**config.mk**
```make
export PLATFORM = sky130hd
export DESIGN_NAME = convolve_fpga_div_16s_8ns_16_seq
export DESIGN_NICKNAME = d
export VERILOG_FILES = /design/src/rtl/convolve_fpga_div_16s_8ns_16_seq.sv
export SDC_FILE = /design/constraint.sdc
export NUM_CORES = 1
export LEC_CHECK = 0
export ABC_AREA = 1
export BUFFER_PORTS_ARGS = -buffer_cell sky130_fd_sc_hd__buf_2
export CAP_MARGIN = 20
export CORE_ASPECT_RATIO = 0.6
export CORE_UTILIZATION = 40
export CTS_CLUSTER_SIZE = 40
export DETAILED_ROUTE_END_ITERATION = 8
export GPL_TIMING_DRIVEN = 0
export PLACE_DENSITY = 0.59
export SKIP_LAST_GASP = 1
export SYNTH_ARGS = -nofsm -noshare
export SYNTH_HDL_FRONTEND = slang
export SYNTH_SLANG_ARGS = --single-unit
```
**constraint.sdc**
```tcl
create_clock -name clk -period 2.97 [get_ports clk]
set_input_delay 0.594 -clock clk [delete_from_list [all_inputs] [get_ports clk]]
set_output_delay 0.594 -clock clk [all_outputs]
set_load 0.02 [all_outputs]
```
**src/rtl/convolve_fpga_div_16s_8ns_16_seq.sv**
```systemverilog
// -----------------------------------------------------------------------------
// convolve_fpga_div_16s_8ns_16_seq
//
// Purpose:
//   Iterative radix-2 divider for the convolution datapath. It divides a 16-bit
//   signed dividend (the accumulated, weighted pixel sum) by an 8-bit unsigned
//   divisor (the kernel normalisation factor). It produces one quotient bit per
//   enabled clock. The latency is fixed at 16 enabled cycles from accept to
//   out_valid, and this holds for a divisor of zero as well.
//   Results truncate toward zero. The quotient and the remainder both take the
//   sign of the dividend, and |rem| < divisor.
//   Dividing by zero saturates the quotient to 16'h7FFF (dividend >= 0) or
//   16'h8000 (dividend < 0), forces rem to 0 and flags div_by_zero.
//
// Ports:
//   clk          rising-edge clock
//   reset_n      synchronous active-low reset (overrides ce)
//   ce           clock enable; low freezes every register
//   in_valid     operands valid           in_ready     high only while idle
//   din0 [15:0]  signed dividend          din1 [7:0]   unsigned divisor
//   out_valid    result valid (DONE)      out_ready    consumer takes result
//   dout [15:0]  signed quotient          rem  [8:0]   signed remainder
//   div_by_zero  result came from a zero divisor
// -----------------------------------------------------------------------------
module convolve_fpga_div_16s_8ns_16_seq #(
    parameter int unsigned ID         = 32'd1,
    parameter int unsigned din0_WIDTH = 32'd16,
    parameter int unsigned din1_WIDTH = 32'd8,
    parameter int unsigned dout_WIDTH = 32'd16
) (
    input  logic                  clk,
    input  logic                  reset_n,
    input  logic                  ce,
    input  logic                  in_valid,
    output logic                  in_ready,
    input  logic [din0_WIDTH-1:0] din0,
    input  logic [din1_WIDTH-1:0] din1,
    output logic                  out_valid,
    input  logic                  out_ready,
    output logic [dout_WIDTH-1:0] dout,
    output logic [8:0]            rem,
    output logic                  div_by_zero
);

    // The datapath is hand-sized for 16s / 8u. Reject any other configuration
    // at elaboration time so that no netlist is silently mis-sized.
    generate
        if (din0_WIDTH != 32'd16 || din1_WIDTH != 32'd8 || dout_WIDTH != 32'd16) begin : g_width_guard
            $error("convolve_fpga_div_16s_8ns_16_seq instance %0d: only 16s/8u/16 widths are supported", ID);
        end
    endgenerate

    typedef enum logic [1:0] {
        S_IDLE = 2'd0,
        S_CALC = 2'd1,
        S_DONE = 2'd2
    } state_t;

    state_t      r_state;
    state_t      w_state_next;

    // Operand and iteration registers
    logic [16:0] r_mag;        // |dividend|; needs 17 bits so that -32768 can be represented
    logic [7:0]  r_divisor;
    logic        r_neg;        // dividend sign, which both results inherit
    logic        r_zero;       // divisor was zero
    logic [7:0]  r_prem;       // partial remainder, always < divisor for a nonzero divisor
    logic [15:0] r_quot;       // quotient magnitude, built MSB first
    logic [3:0]  r_cnt;        // dividend bit consumed this cycle (15 down to 0)

    // Registered results
    logic [15:0] r_dout;
    logic [8:0]  r_rem;
    logic        r_dbz;

    // Combinational helpers
    logic        w_accept;
    logic        w_last;
    logic [16:0] w_abs;
    logic [8:0]  w_trial;
    logic        w_fits;
    logic [8:0]  w_diff;
    logic [7:0]  w_prem_next;
    logic [15:0] w_quot_next;
    logic [15:0] w_q_signed;
    logic [8:0]  w_r_signed;

    assign w_accept = in_valid & ce & (r_state == S_IDLE);
    assign w_last   = (r_cnt == 4'd0);

    // Sign-extend first and then negate, so that -32768 gives +32768.
    assign w_abs = din0[15] ? (17'd0 - {din0[15], din0}) : {1'b0, din0};

    // A single restoring step: shift in the next dividend bit, then subtract
    // the divisor when the shifted value is large enough.
    assign w_trial     = {r_prem, r_mag[r_cnt]};
    assign w_fits      = (w_trial >= {1'b0, r_divisor});
    assign w_diff      = w_trial - {1'b0, r_divisor};
    // For a nonzero divisor the trial value is below 2*divisor, so 8 bits hold
    // the new remainder. For a zero divisor the value is discarded anyway.
    assign w_prem_next = w_fits ? w_diff[7:0] : w_trial[7:0];
    assign w_quot_next = {r_quot[14:0], w_fits};

    // Sign fix-up on the final step. Negating 16'h8000 gives 16'h8000 again,
    // so -32768 / 1 comes out correct without any special case.
    assign w_q_signed = r_neg ? (16'd0 - w_quot_next) : w_quot_next;
    assign w_r_signed = r_neg ? (9'd0 - {1'b0, w_prem_next}) : {1'b0, w_prem_next};

    // State register
    always_ff @(posedge clk) begin
        if (!reset_n) begin
            r_state <= S_IDLE;
        end else begin
            r_state <= w_state_next;
        end
    end

    // Next-state logic
    always_comb begin
        w_state_next = r_state;
        case (r_state)
            S_IDLE: if (w_accept)            w_state_next = S_CALC;
            S_CALC: if (ce && w_last)        w_state_next = S_DONE;
            S_DONE: if (ce && out_ready)     w_state_next = S_IDLE;
            default:                         w_state_next = S_IDLE;
        endcase
    end

    // Datapath
    always_ff @(posedge clk) begin
        if (!reset_n) begin
            r_mag     <= '0;
            r_divisor <= '0;
            r_neg     <= 1'b0;
            r_zero    <= 1'b0;
            r_prem    <= '0;
            r_quot    <= '0;
            r_cnt     <= '0;
            r_dout    <= '0;
            r_rem     <= '0;
            r_dbz     <= 1'b0;
        end else if (ce) begin
            if (w_accept) begin
                r_mag     <= w_abs;
                r_divisor <= din1;
                r_neg     <= din0[15];
                r_zero    <= (din1 == 8'd0);
                r_prem    <= '0;
                r_quot    <= '0;
                r_cnt     <= 4'd15;
            end else if (r_state == S_CALC) begin
                r_prem <= w_prem_next;
                r_quot <= w_quot_next;
                r_cnt  <= r_cnt - 4'd1;
                if (w_last) begin
                    if (r_zero) begin
                        r_dout <= r_neg ? 16'h8000 : 16'h7FFF;
                        r_rem  <= '0;
                        r_dbz  <= 1'b1;
                    end else begin
                        r_dout <= w_q_signed;
                        r_rem  <= w_r_signed;
                        r_dbz  <= 1'b0;
                    end
                end
            end
        end
    end

    assign in_ready    = (r_state == S_IDLE);
    assign out_valid   = (r_state == S_DONE);
    assign dout        = r_dout;
    assign rem         = r_rem;
    assign div_by_zero = r_dbz;

endmodule

```
# [After elaboration in Yosys (flattened, before gate mapping)]
# Cells that the tools add are included.
[op_classes] add_sub_neg=5 order_cmp=2 eq_ne=5 mux=20 bitwise=3 reduce_logical=10
[ops] op="two-way mux 16 bit" count=4
[ops] op="subtractor 1 x 16 -> 16 bit (first input constant)" count=2
[ops] op="two-way mux 15 bit" count=2
[ops] op="two-way mux 8 bit" count=3
[ops] op="two-way mux 9 bit" count=2
[ops] op="greater-or-equal comparator 9 x 8 -> 1 bit" count=1
[ops] op="subtractor 1 x 8 -> 9 bit (first input constant)" count=1
[ops] op="zero test 8 bit" count=1
[ops] op="two-way mux 4 bit" count=2
[ops] op="subtractor 8 bit" count=1
[ops] op="< comparator 4 x 6 -> 1 bit (second input constant)" count=1
[ops] op="two-way mux 2 bit" count=3
[ops] op="case mux 2 bit (3 select lines)" count=1
[ops] op="binary-select mux 1 bit (select 4 bit)" count=1
[ops] op="zero test 4 bit" count=1
[ops] op="!= test 2 x 1 -> 1 bit (second input constant)" count=2
[ops] op="AND reduction 2 bit" count=2
[ops] op="AND reduction 4 bit" count=1
[ops] op="subtractor 4 x 1 -> 4 bit (second input constant)" count=1
[ops] op="AND reduction 3 bit" count=1
[ops] op="AND 1 bit" count=2
[ops] op="== test 2 x 1 -> 1 bit (second input constant)" count=1
[ops] op="== test 2 bit (second input constant)" count=1
[ops] op="logical AND 1 bit" count=2
[ops] op="other kinds (5)" count=6
[totals] register_bits=81 output_inout_bits=28 elab_cells=56

# [Longest topological paths before layout]
# Gate-level depths: netlist (run 1).
[depth] ltp_word=7 ltp_mapped=26 ltp_nobuf=25

# [Worst setup path after synthesis (run 1)]
# OpenSTA, ideal clock, no wires.
[synth_timing] path_kind="reg-to-reg" startpoint="register r_cnt[0]" endpoint="register r_dout[8], in the netlist dout[8]" arrival_ns=3.041 required_time_ns=2.853 path_slack_ns=-0.189 stages_incl_launch_ff=25 synth_period_minus_slack_ns=3.159 cell_sequence="dfxtp_1 -> buf_2 -> inv_2 -> o21ai_0 -> nand2_1 -> nand3_1 -> nand2_1 -> nand2_1 -> inv_1 -> ha_1 -> nand3_1 -> nor2_2 -> nor2_4 -> nand2_4 -> inv_2 -> ha_1 -> inv_1 -> nor3_1 -> inv_1 -> o41ai_1 -> o21ai_0 -> nand2_1 -> nand2_1 -> o221ai_1 -> inv_1"
[synth_via] elab_chain_len=6 elab_cells_between_ends=8 classes_between="add/sub: 1; order compare: 1; mux: 4; reduce/logical: 2"
[synth_lines] element="start, declared" line_no="69" text="logic [3:0] r_cnt;"
[synth_lines] element="start signal, assigned" line_no="154" text="r_cnt <= r_cnt - 4'd1;"
[synth_lines] element="binary-select mux 1 bit (select 4 bit)" line_no="96" text="assign w_trial = {r_prem, r_mag[r_cnt]};"
[synth_lines] element="two-way mux 1 bit (not written as such)" line_no="96"
[synth_lines] element="greater-or-equal comparator 9 x 8 -> 1 bit" line_no="97" text="assign w_fits = (w_trial >= {1'b0, r_divisor});"
[synth_lines] element="subtractor 1 x 16 -> 16 bit" line_no="106" text="assign w_q_signed = r_neg ? (16'd0 - w_quot_next) : w_quot_next;"
[synth_lines] element="two-way mux 16 bit" line_no="106"
[synth_lines] element="two-way mux 16 bit" line_no="156" text="if (r_zero) begin"
[synth_lines] element="end signal, assigned" line_no="157" text="r_dout <= r_neg ? 16'h8000 : 16'h7FFF;"
[synth_lines] element="end signal, assigned" line_no="161" text="r_dout <= w_q_signed;"
[synth_lines] element="end, declared" line_no="72" text="logic [15:0] r_dout;"
# Parallel ways exist; a longest one is shown, timed or not. The select of a mux whose other input is x is not followed.
# A chain may end at the register's enable or synchronous reset.

# [Worst setup path in the final report (run 1)]
[layout_timing] startpoint="register r_cnt[0]" endpoint="register r_dout[12], in the netlist dout[12]"
# Same word-level chain as after synthesis.

==> results of run 1 <==
-- worst reg2reg max path, delay by kind of cell (launching register included) --
kind            cells  cell delay, ns
fa+ha+maj           2            0.35
flops               1            0.37
xor+xnor            1            0.24
simple gates       12            1.05
buf+inv             7            0.65
compound gates      2            0.32
-- logic make-up after synthesis --
| kind of cell | after synthesis | share of synthesized area |
|---|---|---|
| AO/OA/AOI/OAI | 159 | 0.185 |
| XOR/XNOR | 25 | 0.0475 |
| adder cells (fa/ha/maj) | 15 | 0.0424 |
| buffers and inverters | 112 | 0.0964 |
| flip-flops | 81 | 0.352 |
| AND/OR/NAND/NOR | 281 | 0.277 |
-- what timing repair did --
item,in CTS,in global routing
endpoints found under the hold margin,0,0
resized for setup,33,42
setup buffers,12,5
setup endpoints to repair,15,13
gates cloned,2,0
pin swaps,11,18
-- placed cells by master (no fill, tap or decap), drive strengths merged --
cell        n
nand2     151
inv        82
dfxtp      81
buf        80
a21oi      74
nor2       67
o21ai      63
nand3      42
clkbuf     32
xor2       15
ha         14
xnor2      10
a31oi       9
nand4       8
a211oi      6
nor4        6
nor3        5
clkinv      5
bufinv      2
clkinvlp    2
o31ai       2
o221ai      2
o41ai       1
nor3b       1
or2         1
o21bai      1
o211ai      1
fa          1
-- area by class of cell --
type / instances / area, um^2 / share of cell area
multi-input cells: 480 / 2780 / 0.477
clock buffers: 10 / 239 / 0.0411
repair inverters: 1 / 11.3 / 0.00194
inverters: 84 / 335 / 0.0576
well taps: 139 / 174 / 0.0299
flip-flops and latches: 81 / 1630 / 0.280
plain buffers: 28 / 144 / 0.0247
repair buffers: 74 / 423 / 0.0727
clock inverters: 6 / 88.8 / 0.0153
-- flip-flops by register name, indices dropped and copies added, names as in the netlist, 2 cells and up --
register,flops
rem,9
r_divisor,8
r_cnt,4
r_state,2
r_prem,8
r_quot,15
r_mag,16
dout,16
-- final timing paths --
check,startpoint,end,slack [ns],cells after the start
worst max register to register,r_cnt[0]$_SDFFE_PN0P_,dout[12]$_SDFFE_PN0P_,-0.12,24
worst max-delay path,r_cnt[0]$_SDFFE_PN0P_,dout[12]$_SDFFE_PN0P_,-0.12,24
worst min-delay path,rem[1]$_SDFFE_PN0P_,rem[1]$_SDFFE_PN0P_,0.46,2
worst min register to register,rem[1]$_SDFFE_PN0P_,rem[1]$_SDFFE_PN0P_,0.46,2
-- per-stage QoR --
step,utilization,cell area (um^2),hold slack (ns),setup TNS (ns)
CTS,0.517,5620,0.467,0
global route,0.534,5820,0.481,-1.55
finish,0.534,5820,0.464,-0.326
global placement,0.468,5090,0.455,-2.77
detailed placement,0.468,5090,0.456,-3.49
floorplan,-,4640,0.435,0
-- layer usage --
layer	track usage	vias up	part of all wire
met1	0.370	2316	0.50
met5	0	-	0
met4	0.0553	0	0.0080
met2	0.369	161	0.41
met3	0.0700	15	0.078
li1	-	2383	-
-- where the power goes --
group,leakage [nW],switching [mW],total (mW),internal (mW)
clock network,0.155,0.472,1.23,0.761
logic,1.74,0.766,1.25,0.480
registers,0.661,0.0414,1.18,1.14
total,2.55,1.28,3.66,2.38
==> impl_results.md, run 1 <==
* Max Slew Vio Count at 0
* Critical path type: reg2reg
* Tightest Pin Transition at 0.700 ns
* Top post-synthesis cells by area: dfxtp_1 (35%), nand2_1 (11%), a21oi_1 (7.8%)
* Worst-path cell chain: buf_12, clkinv_8, nand2_1, nand3_2, nand2_1, nand2_2, nand3_2, nand2_2, inv_2, ha_4, nand3_4, nor2_4, nor2_4, nand2_4, clkinv_4, ha_4, inv_4, nor3_4, buf_4, buf_6, nand3_4, o31ai_4, xor2_1, a21oi_1
* Synth Cell Area at 0.00461 mm^2
* Setup WS post-layout at -0.117 ns
* Final Hold Viols at 0
* Clock Path Buffers at 2
* Initial antenna violation count at 0
* H-Tree Depth at 3
* Avg Cell Area, Syn at 6.84 um^2
* Drt wl/cell at 16.3 um
* # rows at 29
* Worst setup EP type: flip-flop
* Hold/Removal Path Class: reg2reg
* Ys async rst share at 0
* DR iter-0 viols at 479
* Area Overhead vs Synth at 26.3%
* IO buf count at 56
* Slew headroom at 0.533
* Total Routing Usage GR at 0.253
* Leakage at 2.55 nW
* CP max stage delay at 0.37 ns
* # diodes at 0
* Fillers at 1093
* Post-synth EDFFs at 0
* Root buffer cell: clkbuf_16
* CP bufs+invs at 7
* GPL Wtd Cong at 0.927
* Yosys warns at 0
* I/O pins at 57
* Post-route insts no fill at 903
* Synth unique cells at 37
* Pre-CTS setup slack at -0.678 ns
* DIE HEIGHT at 85.1 um
* Number of global-route vias before repair at 4557
* Dpl hpwl at 10.8 mm
* Layout cells sized above 1 at 0.225
* Grt ovf at 0
* Critical Path RT at 3.18 ns
* Fin nets at 803
* Net count after synthesis at 717
* RSZ-0062 raised after global routing: yes
* Post-synthesis register bit count at 81
* Final Cycle Share at 1.04
* Arrival time of the worst setup path at 3.30 ns
* Sequential fraction of the synthesis area at 0.352
* Count leader, synth: nand2_1
* Min Tclk post-route at 3.09 ns
* Top delay family on crit path: simple AND/OR/NAND/NOR gates
* Clock Sinks at 81
* Final ANT Viol Nets at 0
* Maximum vdd drop at 342 uV
* Max Clk Rate at 324 MHz
* Reg clk slew, reported paths at 0.07 ns
* Power per Cell Area at 629 mW/mm^2
* Cts hold-fix bufs at 0
* Skew final at 0.00811 ns
* Area leader, netlist: dfxtp_1
* CP max FO at 6
* CTS buffer count at 9
* TritonCTS clock tree: done
* Failing checks: negative setup slack
* Number of max-cap violations at 0
* Power, Total at 3.66 mW
* Vias at 4875
* DRT Pass-1 Iters at 6
* Run status: finished, violations left
* Vias/cell at 5.40
* Gate Count Post-Synth at 673
* First-pass GRT wire length at 23.6 mm
* Initial Util at 0.423
* Placed cell count at 868
* Slowest-stage cell, CP: dfxtp_4
* DRC viols at 0
* Core box area at 0.0109 mm^2
* Later-pin clock latency in the skew report at 0.34 ns
* Die Span X at 141 um
* Ys flop type: dfxtp_1
* Nature of the critical path startpoint: flip-flop
* Final setup violation count at 5
* Most common library cells after synthesis: nand2_1 (136), dfxtp_1 (81), inv_1 (78)
* Routed wire length at 14.8 mm
* Die area at 0.0120 mm^2
* Largest net degree at the start of global routing at 15
* Top cell type's share of synthesized area at 0.352
Power figures use the tool's default switching activity.
==> inputs of run 2 (changes only) <==
--- a/config.mk
+++ b/config.mk
@@ -13,6 +13,7 @@
 export CTS_CLUSTER_SIZE = 40
 export DETAILED_ROUTE_END_ITERATION = 8
 export GPL_TIMING_DRIVEN = 0
+export MAX_ROUTING_LAYER = met4
 export PLACE_DENSITY = 0.59
 export SKIP_LAST_GASP = 1
 export SYNTH_ARGS = -nofsm -noshare
==> run 2 against run 1 <==
The run still ends with negative setup slack left; sequential power hardly changed; largest cell class unchanged; fmax up 2.9%; clock skew shrank 0.0031 ns; via count fell by 1.4%; worst hold slack lost 0.00056 ns; core utilization decreased by 0.32 points; highest routed layer unchanged; combinational power decreased by 5%; final area fell by 0.60%; global-route usage grew 0.67 points; largest power group is now the clock network.
==> impl_results.md, run 2 (same netlist as run 1, synthesis figures left out) <==
* Maximum vdd drop at 355 uV (+3.8%)
* Most frequent CP cell: nand2_1
* Number of max-cap violations at 0 (unchanged)
* Routed wire length at 14.6 mm (-0.78%)
* Nature of the critical path startpoint: flip-flop
* Root buffer cell: clkbuf_16
* Failing checks: negative setup slack
* CP max stage delay at 0.36 ns (about the same)
* CP bufs+invs at 7 (unchanged)
* Worst setup EP type: flip-flop
* Grt ovf at 0 (unchanged)
* Switching pwr at 1.23 mW (-4.1%)
* H-Tree Depth at 3 (unchanged)
* IO buf count at 56 (unchanged)
* Skew final at 0.00499 ns (-0.00311 ns)
* Later-pin clock latency in the skew report at 0.34 ns (about the same)
* Sw Share at 0.341 (-0.00861)
* Combinational power share at 0.329 (-0.011)
* Number of global-route vias before repair at 4506 (-1.1%)
* Drt wl/cell at 16.2 um (-0.78%)
* DR iter-0 viols at 456 (-4.8%)
* Die Span X at 141 um (unchanged)
* CTS buffer count at 9 (unchanged)
* Critical path type: reg2reg
* Top delay family on crit path: simple AND/OR/NAND/NOR gates
* I/O pins at 57 (unchanged)
* Arrival time of the worst setup path at 3.23 ns (-0.07 ns)
* Power, Total at 3.60 mW (-1.7%)
* Final setup violation count at 1 (-4)
* Setup tns final at -0.0301 ns (+0.296 ns)
* Initial Util at 0.423 (unchanged)
* Worst hold slack at 0.464 ns (-0.000560 ns)
* Vias/cell at 5.32 (-1.4%)
* Slew headroom at 0.560 (+0.0271)
* Final Hold Viols at 0 (unchanged)
* Initial antenna violation count at 0 (unchanged)
* Clock Sinks at 81 (unchanged)
* CP max FO at 6 (unchanged)
* Commonest non-fill, non-tap cell in the layout: nand2_1
* TritonCTS clock tree: done
* Run status: finished, violations left
* Reg clk slew, reported paths at 0.06 ns (about the same)
* DRC viols at 0 (unchanged)
* Critical Path RT at 3.20 ns (+0.02 ns)
* Slowest-stage cell, CP: dfxtp_2
* Vias at 4806 (-1.4%)
* # rows at 29 (unchanged)
* Dpl hpwl at 10.8 mm (about the same)
* Clock Path Buffers at 2 (unchanged)
* Max Clk Rate at 333 MHz (+2.9%)
* Tightest Pin Transition at 0.659 ns (-0.0406 ns)
* # diodes at 0 (unchanged)
* Final ANT Viol Nets at 0 (unchanged)
* Power per Cell Area at 622 mW/mm^2 (-1.1%)
* DIE HEIGHT at 85.1 um (unchanged)
* Min Tclk post-route at 3.00 ns (-0.0873 ns)
* Clk pwr share at 0.342 (+0.005)
* DRT Pass-1 Iters at 5 (-1)
* Largest net degree at the start of global routing at 14 (-1)
* GPL Wtd Cong at 0.941 (+1.5%)
* Die area at 0.0120 mm^2 (unchanged)
* Total Routing Usage GR at 0.260 (+0.00673)
* Fin nets at 803 (unchanged)
* Cts hold-fix bufs at 0 (unchanged)
* Core box area at 0.0109 mm^2 (unchanged)
* Layout cells sized above 1 at 0.221 (-0.00393)
* Setup WS post-layout at -0.0301 ns (+0.0873 ns)
* Internal power at 2.37 mW (-0.41%)
* Max Slew Vio Count at 0 (unchanged)
* RSZ-0062 raised after global routing: yes
* Area Overhead vs Synth at 25.6%
* Final Cycle Share at 1.01 (-0.0294)
* Hold/Removal Path Class: reg2reg
* Most frequent cells in the layout: nand2_1 (124), dfxtp_1 (78), inv_1 (74)
* Sequential Power Share at 0.329 (+0.006)
* First-pass GRT wire length at 23.3 mm (-1.4%)
* Leakage at 2.55 nW (about the same)
## run 2: worst register-to-register path: cells and delay by family, from the launching register on
family / cells / cell delay, ns
AO/OA/AOI/OAI: 4 / 0.67
AND/OR/NAND/NOR: 12 / 1.00
flip-flops: 1 / 0.36
adder cells (fa/ha/maj): 2 / 0.33
buffers and inverters: 7 / 0.53
## run 2: routing by layer
| layer | share of wire | wire [um] | track usage |
|---|---|---|---|
| met5 | 0 | 0 | - |
| met4 | 0.0096 | 140 | 0.0534 |
| met3 | 0.072 | 1050 | 0.0609 |
| met2 | 0.41 | 6060 | 0.372 |
| met1 | 0.50 | 7390 | 0.370 |
## run 2: area by class of cell
cell class / instances / area (um^2)
multi-input cells: 480 / 2750
repair buffers: 74 / 415
fillers: 1083 / 5100
flip-flops and latches: 81 / 1630
well taps: 139 / 174
clock inverters: 5 / 77.6
plain buffers: 28 / 144
inverters: 84 / 335
clock buffers: 11 / 253
repair inverters: 1 / 8.76
## run 2: per-stage QoR
stage	worst slack, ns	utilization	instance area (um^2)	cells
5_1_grt	-0.178	0.531	5780	903
4_1_cts	0.0111	0.517	5630	899
3_5_place_dp	-0.663	0.468	5090	868
3_3_place_gp	-0.620	0.468	5090	868
6_report	-0.0301	0.531	5780	903
2_1_floorplan	0.0626	-	4640	673
## run 2: path summary, 6_finish.rpt
kind	startpoint	end	slack, ns	cells after the start
min	rem[5]$_SDFFE_PN0P_	rem[5]$_SDFFE_PN0P_	0.46	2
min reg2reg	rem[5]$_SDFFE_PN0P_	rem[5]$_SDFFE_PN0P_	0.46	2
max	r_cnt[0]$_SDFFE_PN0P_	dout[8]$_SDFFE_PN0P_	-0.03	25
max reg2reg	r_cnt[0]$_SDFFE_PN0P_	dout[8]$_SDFFE_PN0P_	-0.03	25
## run 2: power groups by stage
stage          clock network (mW)  registers [mW]  logic, mW
3_5_place_dp                    0            1.20      0.961
5_1_grt                      1.29            1.19       1.30
6_report                     1.23            1.18       1.19
3_3_place_gp                    0            1.20      0.945
2_1_floorplan                   0            1.20      0.717
4_1_cts                      1.24            1.18       1.10
## run 2: repair_timing
item	CTS	global route
endpoints found under the setup margin	14	12
buffers inserted	13	4
pin swaps	12	17
gates resized for setup	30	34
gates cloned	2	0
